<file path="src/rtl/vga_sync_receiver_if.sv">
// vga_sync_receiver_if: incoming VGA stream (pixel enable, syncs, colour) and the recovered timing/pixel results
interface vga_sync_receiver_if;
  logic clk_en;
  logic hsync;
  logic vsync;
  logic [3:0] red;
  logic [3:0] green;
  logic [3:0] blue;
  logic [9:0] pixel_x;
  logic [9:0] line_y;
  logic active;
  logic [11:0] rgb_out;
  logic locked;
  logic frame_start;
  logic timing_error;
  modport master(
    output clk_en, hsync, vsync, red, green, blue,
    input pixel_x, line_y, active, rgb_out, locked, frame_start, timing_error
  );
  modport slave(
    input clk_en, hsync, vsync, red, green, blue,
    output pixel_x, line_y, active, rgb_out, locked, frame_start, timing_error
  );
endinterface

</file>
<file path="src/rtl/vga_sync_receiver.sv">
// vga_sync_receiver: recovers VGA pixel/line coordinates from sync edges, validates timing, locks and qualifies active pixels
//   clk, rst (async, active-high); vif.slave: clk_en, hsync/vsync (active-low), red/green/blue in;
//   pixel_x, line_y, active, rgb_out, locked, frame_start, timing_error out (registered, one pixel latency).
//   Define VGA_RX_PULSE_CHECK_EN to also require hsync low for H_SYNC pixels and vsync low for V_SYNC lines.
module vga_sync_receiver #(
  parameter int H_VISIBLE = 640,
  parameter int H_FRONT = 16,
  parameter int H_SYNC = 96,
  parameter int H_BACK = 48,
  parameter int V_VISIBLE = 480,
  parameter int V_FRONT = 10,
  parameter int V_SYNC = 2,
  parameter int V_BACK = 33,
  parameter int LOCK_FRAMES = 2
) (
  input logic clk,
  input logic rst,
  vga_sync_receiver_if.slave vif
);
  localparam int H_TOTAL = H_VISIBLE + H_FRONT + H_SYNC + H_BACK;
  localparam int V_TOTAL = V_VISIBLE + V_FRONT + V_SYNC + V_BACK;
  localparam logic [9:0] H_START = 10'(H_SYNC + H_BACK);
  localparam logic [9:0] H_END = 10'(H_SYNC + H_BACK + H_VISIBLE - 1);
  localparam logic [9:0] V_START = 10'(V_SYNC + V_BACK);
  localparam logic [9:0] V_END = 10'(V_SYNC + V_BACK + V_VISIBLE - 1);
  localparam logic [9:0] SAT = 10'h3ff;
  typedef enum logic [1:0] {SEARCH, MEASURE, LOCKED} state_t;
  state_t state;
  logic [2:0] good_cnt;
  logic hsync_q, vsync_q, frame_bad;
  logic [9:0] h_cnt, v_cnt, h_nx, v_nx;
  logic hfall, vfall, bad_now, len_bad, frame_ok, err, promote, lock_nx, vis;
  // h_nx/v_nx are the coordinates of the sample being taken now; h_cnt/v_cnt hold the previous sample's
  always_comb begin
    hfall = hsync_q & ~vif.hsync;
    vfall = vsync_q & ~vif.vsync;
    h_nx = hfall ? '0 : ((h_cnt == SAT) ? SAT : h_cnt + 10'd1);
    v_nx = vfall ? '0 : ((hfall && v_cnt != SAT) ? v_cnt + 10'd1 : v_cnt);
    bad_now = (hfall && h_cnt != 10'(H_TOTAL - 1)) || (!hfall && h_cnt == SAT) || (!vfall && v_cnt == SAT);
`ifdef VGA_RX_PULSE_CHECK_EN
    bad_now = bad_now || ((~hsync_q & vif.hsync) && h_cnt != 10'(H_SYNC - 1))
                      || ((~vsync_q & vif.vsync) && v_cnt != 10'(V_SYNC - 1));
`endif
    len_bad = vfall && v_cnt != 10'(V_TOTAL - 1);
    frame_ok = !(frame_bad || bad_now || len_bad);
    err = (state == LOCKED) && (bad_now || len_bad);
    promote = (state == MEASURE) && vfall && frame_ok && (good_cnt + 3'd1 == 3'(LOCK_FRAMES));
    lock_nx = ((state == LOCKED) && !err) || promote;
    vis = lock_nx && h_nx >= H_START && h_nx <= H_END && v_nx >= V_START && v_nx <= V_END;
  end
  always_ff @(posedge clk or posedge rst)
    if (rst) begin
      state <= SEARCH;
      good_cnt <= '0;
      hsync_q <= 1'b1;
      vsync_q <= 1'b1;
      frame_bad <= 1'b0;
      h_cnt <= '0;
      v_cnt <= '0;
      vif.pixel_x <= '0;
      vif.line_y <= '0;
      vif.active <= 1'b0;
      vif.rgb_out <= '0;
      vif.locked <= 1'b0;
      vif.frame_start <= 1'b0;
      vif.timing_error <= 1'b0;
    end else begin
      vif.frame_start <= 1'b0;
      vif.timing_error <= 1'b0;
      if (vif.clk_en) begin
        hsync_q <= vif.hsync;
        vsync_q <= vif.vsync;
        h_cnt <= h_nx;
        v_cnt <= v_nx;
        frame_bad <= !vfall && (frame_bad || bad_now);
        case (state)
          SEARCH: if (vfall) begin
            state <= MEASURE;
            good_cnt <= '0;
          end
          MEASURE: if (vfall) begin
            good_cnt <= frame_ok ? good_cnt + 3'd1 : '0;
            if (promote) state <= LOCKED;
          end
          LOCKED: if (err) state <= SEARCH;
          default: state <= SEARCH;
        endcase
        vif.locked <= lock_nx;
        vif.timing_error <= err;
        vif.active <= vis;
        vif.pixel_x <= vis ? h_nx - H_START : '0;
        vif.line_y <= vis ? v_nx - V_START : '0;
        vif.rgb_out <= vis ? {vif.red, vif.green, vif.blue} : '0;
        vif.frame_start <= vis && h_nx == H_START && v_nx == V_START;
      end
    end
endmodule

</file>
<file path="src/flat_wrapper.sv">
// flat-port wrapper written by rule: the top's interface ports become plain ports
module vga_sync_receiver_flat 
#(
  parameter int H_VISIBLE = 640,
  parameter int H_FRONT = 16,
  parameter int H_SYNC = 96,
  parameter int H_BACK = 48,
  parameter int V_VISIBLE = 480,
  parameter int V_FRONT = 10,
  parameter int V_SYNC = 2,
  parameter int V_BACK = 33,
  parameter int LOCK_FRAMES = 2
)
  (clk, rst, vif_clk_en, vif_hsync, vif_vsync, vif_red, vif_green, vif_blue, vif_pixel_x, vif_line_y, vif_active, vif_rgb_out, vif_locked, vif_frame_start, vif_timing_error);
  vga_sync_receiver_if vif_i ();
  input logic clk;
  input logic rst;
  input wire logic [$bits(vif_i.clk_en)-1:0] vif_clk_en;
  input wire logic [$bits(vif_i.hsync)-1:0] vif_hsync;
  input wire logic [$bits(vif_i.vsync)-1:0] vif_vsync;
  input wire logic [$bits(vif_i.red)-1:0] vif_red;
  input wire logic [$bits(vif_i.green)-1:0] vif_green;
  input wire logic [$bits(vif_i.blue)-1:0] vif_blue;
  output wire logic [$bits(vif_i.pixel_x)-1:0] vif_pixel_x;
  output wire logic [$bits(vif_i.line_y)-1:0] vif_line_y;
  output wire logic [$bits(vif_i.active)-1:0] vif_active;
  output wire logic [$bits(vif_i.rgb_out)-1:0] vif_rgb_out;
  output wire logic [$bits(vif_i.locked)-1:0] vif_locked;
  output wire logic [$bits(vif_i.frame_start)-1:0] vif_frame_start;
  output wire logic [$bits(vif_i.timing_error)-1:0] vif_timing_error;
  assign vif_i.clk_en = vif_clk_en;
  assign vif_i.hsync = vif_hsync;
  assign vif_i.vsync = vif_vsync;
  assign vif_i.red = vif_red;
  assign vif_i.green = vif_green;
  assign vif_i.blue = vif_blue;
  assign vif_pixel_x = vif_i.pixel_x;
  assign vif_line_y = vif_i.line_y;
  assign vif_active = vif_i.active;
  assign vif_rgb_out = vif_i.rgb_out;
  assign vif_locked = vif_i.locked;
  assign vif_frame_start = vif_i.frame_start;
  assign vif_timing_error = vif_i.timing_error;
  vga_sync_receiver #(.H_VISIBLE(H_VISIBLE), .H_FRONT(H_FRONT), .H_SYNC(H_SYNC), .H_BACK(H_BACK), .V_VISIBLE(V_VISIBLE), .V_FRONT(V_FRONT), .V_SYNC(V_SYNC), .V_BACK(V_BACK), .LOCK_FRAMES(LOCK_FRAMES)) u_core (.clk(clk), .rst(rst), .vif(vif_i));
endmodule
</file>
<file path="config.mk">
export PLATFORM = sky130hd
export DESIGN_NAME = vga_sync_receiver_flat
export DESIGN_NICKNAME = d
export VERILOG_FILES = /design/src/rtl/vga_sync_receiver_if.sv /design/src/rtl/vga_sync_receiver.sv /design/src/flat_wrapper.sv
export SDC_FILE = /design/constraint.sdc
export NUM_CORES = 1
export LEC_CHECK = 0
export ABC_CLOCK_PERIOD_IN_PS = 3750
export CORE_ASPECT_RATIO = 1.2
export CORE_MARGIN = 2
export CORE_UTILIZATION = 50
export CTS_BUF_LIST = sky130_fd_sc_hd__clkbuf_16
export DETAILED_ROUTE_END_ITERATION = 7
export GPL_ROUTABILITY_DRIVEN = 0
export GPL_TIMING_DRIVEN = 0
export PLACE_DENSITY = 0.73
export SETUP_SLACK_MARGIN = 0.05
export SLEW_MARGIN = 30
export SYNTH_ARGS = -nofsm -noshare
export SYNTH_HDL_FRONTEND = slang
export SYNTH_SLANG_ARGS = --single-unit
export TNS_END_PERCENT = 30
</file>
<file path="constraint.sdc">
create_clock -name clk -period 3.75 [get_ports clk]
set_input_delay 0.375 -clock clk [delete_from_list [all_inputs] [get_ports clk]]
set_output_delay 0.375 -clock clk [all_outputs]
set_load 0.05 [all_outputs]
</file>
==> flow_summary.yaml, run 1 <==
worst_setup_path:
  timing.rr.start: "u_core.h_cnt[1]$_DFFE_PP0P_"
  critPathCaptureType: "flop"
  r2r_cells: 13
  path_class: "reg -> reg"
  reg2reg_to: "u_core.vif.frame_start$_DFF_PP0_"
  cp-startpoint: "u_core.h_cnt[1]$_DFFE_PP0P_"
  arrival_ns: 3.67
  critPathRequiredTime_ns: 4.00
  start_kind: "flop"
  worstPathMaxFanout: 10
  regToRegSetupSlack_ns: 0.33
final_layout:
  layout_common_cells: "inv_1, dfrtp_1, clkdlybuf4s50_1"
  fill_cells: 632
  stdcell_count: 565
  drive_gt1_frac: 0.195
  finalNetCount: 495
  diodes: 0
  final_area_mm2: 0.00500
  seq_area_mm2: 0.00160
  multi_input_area_mm2: 0.00207
  areaGrowthSynthToFinish_pct: 23.8
route:
  antenna_left: 0
  drc: 0
  drt_iter0_drc: 208
  detail_route.wl_per_cell_um: 16.9
  routed_wl_um: 9530
  num_vias: 3325
  vias_per_cell: 5.88
  firstDrtPassIters: 4
sta:
  post-route-min-period_ns: 3.42
  setup_slack_ns: 0.331
  setup_viol_count_final: 0
  finalHoldViolations: 0
  fin_skew_ns: 0.00828
  period_share: 0.912
  worst-slew-pin-transition_ns: 0.854
  grt_setup_unrepaired: "false"
  max-slew-margin-rel: 0.429
  max_freq_mhz: 292
  fin_tns_setup_ns: 0
  maxSlewViolCount: 0
die:
  placementRows: 35
  die_w_um: 86.1
  dieArea_mm2: 0.00882
  ios: 53
  initial_core_util: 0.521
  die_y_um: 102
  coreArea_mm2: 0.00775
global_route:
  grt_start_max_net_pins: 35
  track_usage: 0.226
  grt_pass1_wl_um: 15800
  gr-total-overflow: 0
  grt_pass1_vias: 3307
  antenna_found_initial: 0
logic_synthesis:
  ys_seq_area_frac: 0.397
  synth.cell_area_mm2: 0.00404
  synth_edf_count: 0
  async_reset_ff_frac: 1.00
  syn_area_per_cell_um2: 10.0
  syn_inst: 404
  synth_cell_types: 71
  syn_nets: 431
  yosys_warnings: 0
  synth-seq-cells: 64
  ys.flop_type: "dfrtp_1"
cts:
  clk_pin_slew_ns: 0.06
  clk_latency_ns: 0.33
  cts_buffers: 9
  root_buffer: "clkbuf_16"
  cts_tree: "done"
  htreeDepth: 3
  cts.hold.buffers_added: 0
  clk_path_buf_depth: 2
  clock-sinks: 64
job:
  cap_violations: 0
power:
  leakagePower_nw: 2.09
  powerDensity_mw_per_mm2: 379
  p_total_w: 0.00190
  ir_worst_vdd_v: 0.000203
placed_design:
  placed_cells: 549
  dp_hpwl_um: 6750
  place_area_mm2: 0.00470
  pre_cts_ws_ns: 0.0979
  io_buffers: 52
min_path:
  hold_class: "in -> async"
outcome:
  outcome: "finished clean"
-- Yosys cell counts (all sizes together), types with 5 or more instances --
cell,instances,share of area
o22ai,31,0.091
mux2,13,0.036
o32ai,6,0.013
o211ai,5,0.0093
a21oi,15,0.020
o21ai,18,0.022
xnor2,8,0.017
nand4,13,0.022
ha,10,0.031
nor2,18,0.017
inv,63,0.059
clkbuf,11,0.016
dfrtp,62,0.38
nand3,8,0.0099
xor2,6,0.015
buf,11,0.021
nand2,22,0.020
nor3,12,0.022
-- repair_timing --
| item | CTS | global route |
|---|---|---|
| gates resized for setup | 1 | 2 |
| setup endpoints to repair | 2 | 19 |
| setup buffers | 0 | 0 |
| cloned | 0 | 0 |
-- metrics by stage --
step                 util  hold slack, ns
floorplan               -           0.475
global placement    0.603           0.494
detailed placement  0.606           0.511
CTS                 0.644           0.424
global route        0.646           0.451
finish              0.646           0.400
-- layout make-up --
cell class | count | area share
plain buffers | 22 | 0.0303
clock buffers | 9 | 0.0450
clock inverters | 7 | 0.0125
inverters | 63 | 0.0478
multi-input cells | 255 | 0.413
flip-flops and latches | 64 | 0.321
well taps | 92 | 0.0230
repair buffers | 53 | 0.108
-- per-layer routing --
metal / GRT usage / routed length, µm / vias to the layer above / part of all wire
li1: - / - / 1590 / -
met1: 0.286 / 3990 / 1617 / 0.42
met2: 0.377 / 4800 / 92 / 0.50
met3: 0.0347 / 411 / 26 / 0.043
met4: 0.114 / 324 / 0 / 0.034
met5: 0 / 0 / - / 0
-- flip-flops by register name (all words and copies together), names as in the netlist, 2 cells and up --
signal              cells
u_core.vif.pixel_x     10
u_core.vif.rgb_out     12
u_core.good_cnt         3
u_core.v_cnt           10
u_core.h_cnt           10
u_core.vif.line_y      10
u_core.state            2
-- cell families after synthesis --
group / Yosys count / share of synthesized area
and+or+nand+nor: 105 / 0.149
adders and majority gates: 10 / 0.0310
muxes: 17 / 0.0461
xor gates and xnor gates: 14 / 0.0322
DFF: 64 / 0.397
buffers and inverters: 85 / 0.0960
AOI/OAI and AO/OA: 109 / 0.249
-- how the worst max path moves through the flow --
stage | endpoint | slack [ns] | cells after the start
floorplan | u_core.vif.frame_start$_DFF_PP0_ | 0.73 | 13
global placement | u_core.vif.frame_start$_DFF_PP0_ | 0.11 | 13
detailed placement | u_core.vif.frame_start$_DFF_PP0_ | 0.1 | 13
CTS | u_core.vif.frame_start$_DFF_PP0_ | 0.29 | 12
global route | u_core.vif.line_y[7]$_DFFE_PP0P_ | 0.05 | 12
finish | u_core.vif.frame_start$_DFF_PP0_ | 0.33 | 13
-- where the power goes --
| part | switching (W) | internal [W] |
|---|---|---|
| combinational | 0.000193 | 0.000121 |
| sequential | 0.0000381 | 0.000730 |
| clock | 0.000307 | 0.000507 |
-- critical path, stage by stage, from the launching register on --
cell	delay, ns
dfrtp_1	0.37
ha_1	0.14
buf_2	0.18
nand4_2	0.27
nor3_4	0.32
o21ai_0	0.27
inv_1	0.19
ha_1	0.18
o2111ai_1	0.20
a31o_2	0.33
a221oi_4	0.31
o2111ai_4	0.21
buf_6	0.21
nor3_4	0.15
(Power assumes the default switching activity.)
==> run 2, diff against run 1 <==
--- a/config.mk
+++ b/config.mk
@@ -6,14 +6,16 @@
 export NUM_CORES = 1
 export LEC_CHECK = 0
 export ABC_CLOCK_PERIOD_IN_PS = 3750
+export CELL_PAD_IN_SITES_DETAIL_PLACEMENT = 1
+export CELL_PAD_IN_SITES_GLOBAL_PLACEMENT = 1
 export CORE_ASPECT_RATIO = 1.2
 export CORE_MARGIN = 2
-export CORE_UTILIZATION = 50
+export CORE_UTILIZATION = 43
 export CTS_BUF_LIST = sky130_fd_sc_hd__clkbuf_16
 export DETAILED_ROUTE_END_ITERATION = 7
 export GPL_ROUTABILITY_DRIVEN = 0
 export GPL_TIMING_DRIVEN = 0
-export PLACE_DENSITY = 0.73
+export PLACE_DENSITY = 0.8
 export SETUP_SLACK_MARGIN = 0.05
 export SLEW_MARGIN = 30
 export SYNTH_ARGS = -nofsm -noshare
==> constraint.sdc (replaced) <==
create_clock -name clk -period 3.75 [get_ports clk]
set_input_delay 0.375 -clock clk [delete_from_list [all_inputs] [get_ports clk]]
set_output_delay 0.375 -clock clk [all_outputs]
set_load 0.005 [all_outputs]
==> run 2 against run 1 <==
  * Sequential cell count stayed put
  * Combinational power is 3% higher
  * First-iteration DRC count down 20%
  * Die area is 16% higher
  * Largest power group unchanged
==> flow_summary.yaml, run 2 (synthesis gave the netlist of run 1 again) <==
outcome:
  outcome: "finished clean"
sta:
  worst-slew-pin-transition_ns: 0.898
  finalHoldViolations: 0
  setup_viol_count_final: 0
  period_share: 0.909
  max_freq_mhz: 293
  grt_setup_unrepaired: "false"
  fin_skew_ns: 0.00467
  max-slew-margin-rel: 0.397
  post-route-min-period_ns: 3.41
  maxSlewViolCount: 0
die:
  placementRows: 38
  ios: 53
  initial_core_util: 0.445
  dieArea_mm2: 0.0102
  die_y_um: 110
  coreArea_mm2: 0.00908
  die_w_um: 92.5
cts:
  clk_latency_ns: 0.34
  cts_tree: "done"
  root_buffer: "clkbuf_16"
  cts.hold.buffers_added: 0
  cts_setup_buffers: 0
  clk_pin_slew_ns: 0.06
  htreeDepth: 3
  clock-sinks: 64
  clk_path_buf_depth: 2
  post_cts_resized: 1
  cts_buffers: 9
global_route:
  grt_start_max_net_pins: 39
  gr-total-overflow: 0
  grt_pass1_vias: 3517
  track_usage: 0.231
  grt_pass1_wl_um: 18100
  antenna_found_initial: 0
worst_setup_path:
  path_cells: "nor2b_1 -> clkbuf_8 -> clkbuf_1 -> nor2_1 -> ha_1 -> o311ai_2 -> a21oi_2 -> o2111ai_4 -> buf_6 -> o22ai_2"
  r2r_cells: 10
  cp_top_family: "compound AO/OA/AOI/OAI gates"
  crit_buf_inv: 3
  start_kind: "flop"
  critPathRequiredTime_ns: 3.94
  worstPathMaxFanout: 10
  cp_slowest_stage_delay_ns: 0.53
  arrival_ns: 3.60
  path_depth: 10
  path_class: "reg -> reg"
  critPathCaptureType: "flop"
  slowest_stage: "dfstp_2"
final_layout:
  areaGrowthSynthToFinish_pct: 25.6
  drive_gt1_frac: 0.201
  finalNetCount: 495
  largest_reg_flops: 12
  utilization: 0.559
  stdcell_count: 593
  top_register: "u_core.vif.rgb_out"
  diodes: 0
  layout_common_cells: "inv_1, dfrtp_1, clkdlybuf4s50_1"
placed_design:
  placed_cells: 577
  dp_hpwl_um: 8180
  io_buffers: 52
power:
  switching_share: 0.285
  leakagePower_nw: 2.11
  internal-power_w: 0.00143
  ir_worst_vdd_v: 0.000205
  powerDensity_mw_per_mm2: 395
  p_clk_frac: 0.454
  seq_power_share: 0.385
  combPwrFrac: 0.161
  switchingPower_w: 0.000572
route:
  num_vias: 3352
  antenna_left: 0
  vias_per_cell: 5.65
  firstDrtPassIters: 4
  detail_route.wl_per_cell_um: 18.8
  drc: 0
  drt_iter0_drc: 166
  routed_wl_um: 11100
job:
  cap_violations: 0
min_path:
  hold_class: "in -> async"
[run 2: cell count changes in the layout (fill, tap and decap cells not counted), sizes merged]
| cell | delta |
|---|---|
| clkinvlp | +1 |
| bufinv | +1 |
| clkinv | -2 |
[run 2: area by class of cell]
cell class	count	area [µm²]
buffer	22	151
clock buffer	9	225
clock inverter	7	96.3
fill	1026	4000
inverter	63	239
multi-input combinational	255	2070
sequential	64	1600
tap	120	150
timing repair buffer	53	541
[run 2: power groups by stage]
stage / logic [W] / clock network, W / registers (W)
after global routing: 0.000357 / 0.000945 / 0.000778
after global placement: 0.000301 / 0 / 0.000779
after detailed placement: 0.000316 / 0 / 0.000781
after floorplan: 0.000227 / 0 / 0.000770
final: 0.000323 / 0.000911 / 0.000771
after CTS: 0.000323 / 0.000928 / 0.000770
[run 2: stage by stage]
stage	setup TNS, ns	instance area [µm²]	total power [W]	hold slack (ns)	setup WS [ns]
detailed placement	-1.09	4730	0.00110	0.521	-0.108
global route	0	5080	0.00208	0.403	0.0790
finish	0	5080	0.00200	0.368	0.341
global placement	0	4710	0.00108	0.494	0.0157
floorplan	0	4040	0.000996	0.475	0.727
CTS	0	5060	0.00202	0.385	0.155
[run 2: worst paths after layout]
kind / end / slack, ns / from
setup / recovery: u_core.vif.rgb_out[10]$_DFFE_PP0P_ / 0.34 / u_core.vsync_q$_DFFE_PP1P_
min in group clk: u_core.vif.pixel_x[0]$_DFFE_PP0P_ / 0.53 / u_core.vif.pixel_x[0]$_DFFE_PP0P_
hold / removal: u_core.vif.rgb_out[1]$_DFFE_PP0P_ / 0.37 / rst
setup reg to reg: u_core.vif.rgb_out[10]$_DFFE_PP0P_ / 0.34 / u_core.vsync_q$_DFFE_PP1P_
max in group asynchronous: u_core.vif.locked$_DFFE_PP0P_ / 2.86 / rst
hold reg to reg: u_core.vif.pixel_x[0]$_DFFE_PP0P_ / 0.53 / u_core.vif.pixel_x[0]$_DFFE_PP0P_
[run 2: per-layer routing]
metal / track usage / share of wire / vias up
met2: 0.413 / 0.53 / 58
met4: 0.0970 / 0.017 / 0
met1: 0.280 / 0.42 / 1697
met3: 0.0340 / 0.032 / 14
met5: 0 / 0 / -
li1: - / - / 1583
==> run 3, diff against run 2 <==
--- a/config.mk
+++ b/config.mk
@@ -15,6 +15,7 @@
 export DETAILED_ROUTE_END_ITERATION = 7
 export GPL_ROUTABILITY_DRIVEN = 0
 export GPL_TIMING_DRIVEN = 0
+export HOLD_SLACK_MARGIN = 0.02
 export PLACE_DENSITY = 0.8
 export SETUP_SLACK_MARGIN = 0.05
 export SLEW_MARGIN = 30
==> results of run 3 <==
Final layout, timing and power as in run 2 (identical DEF).
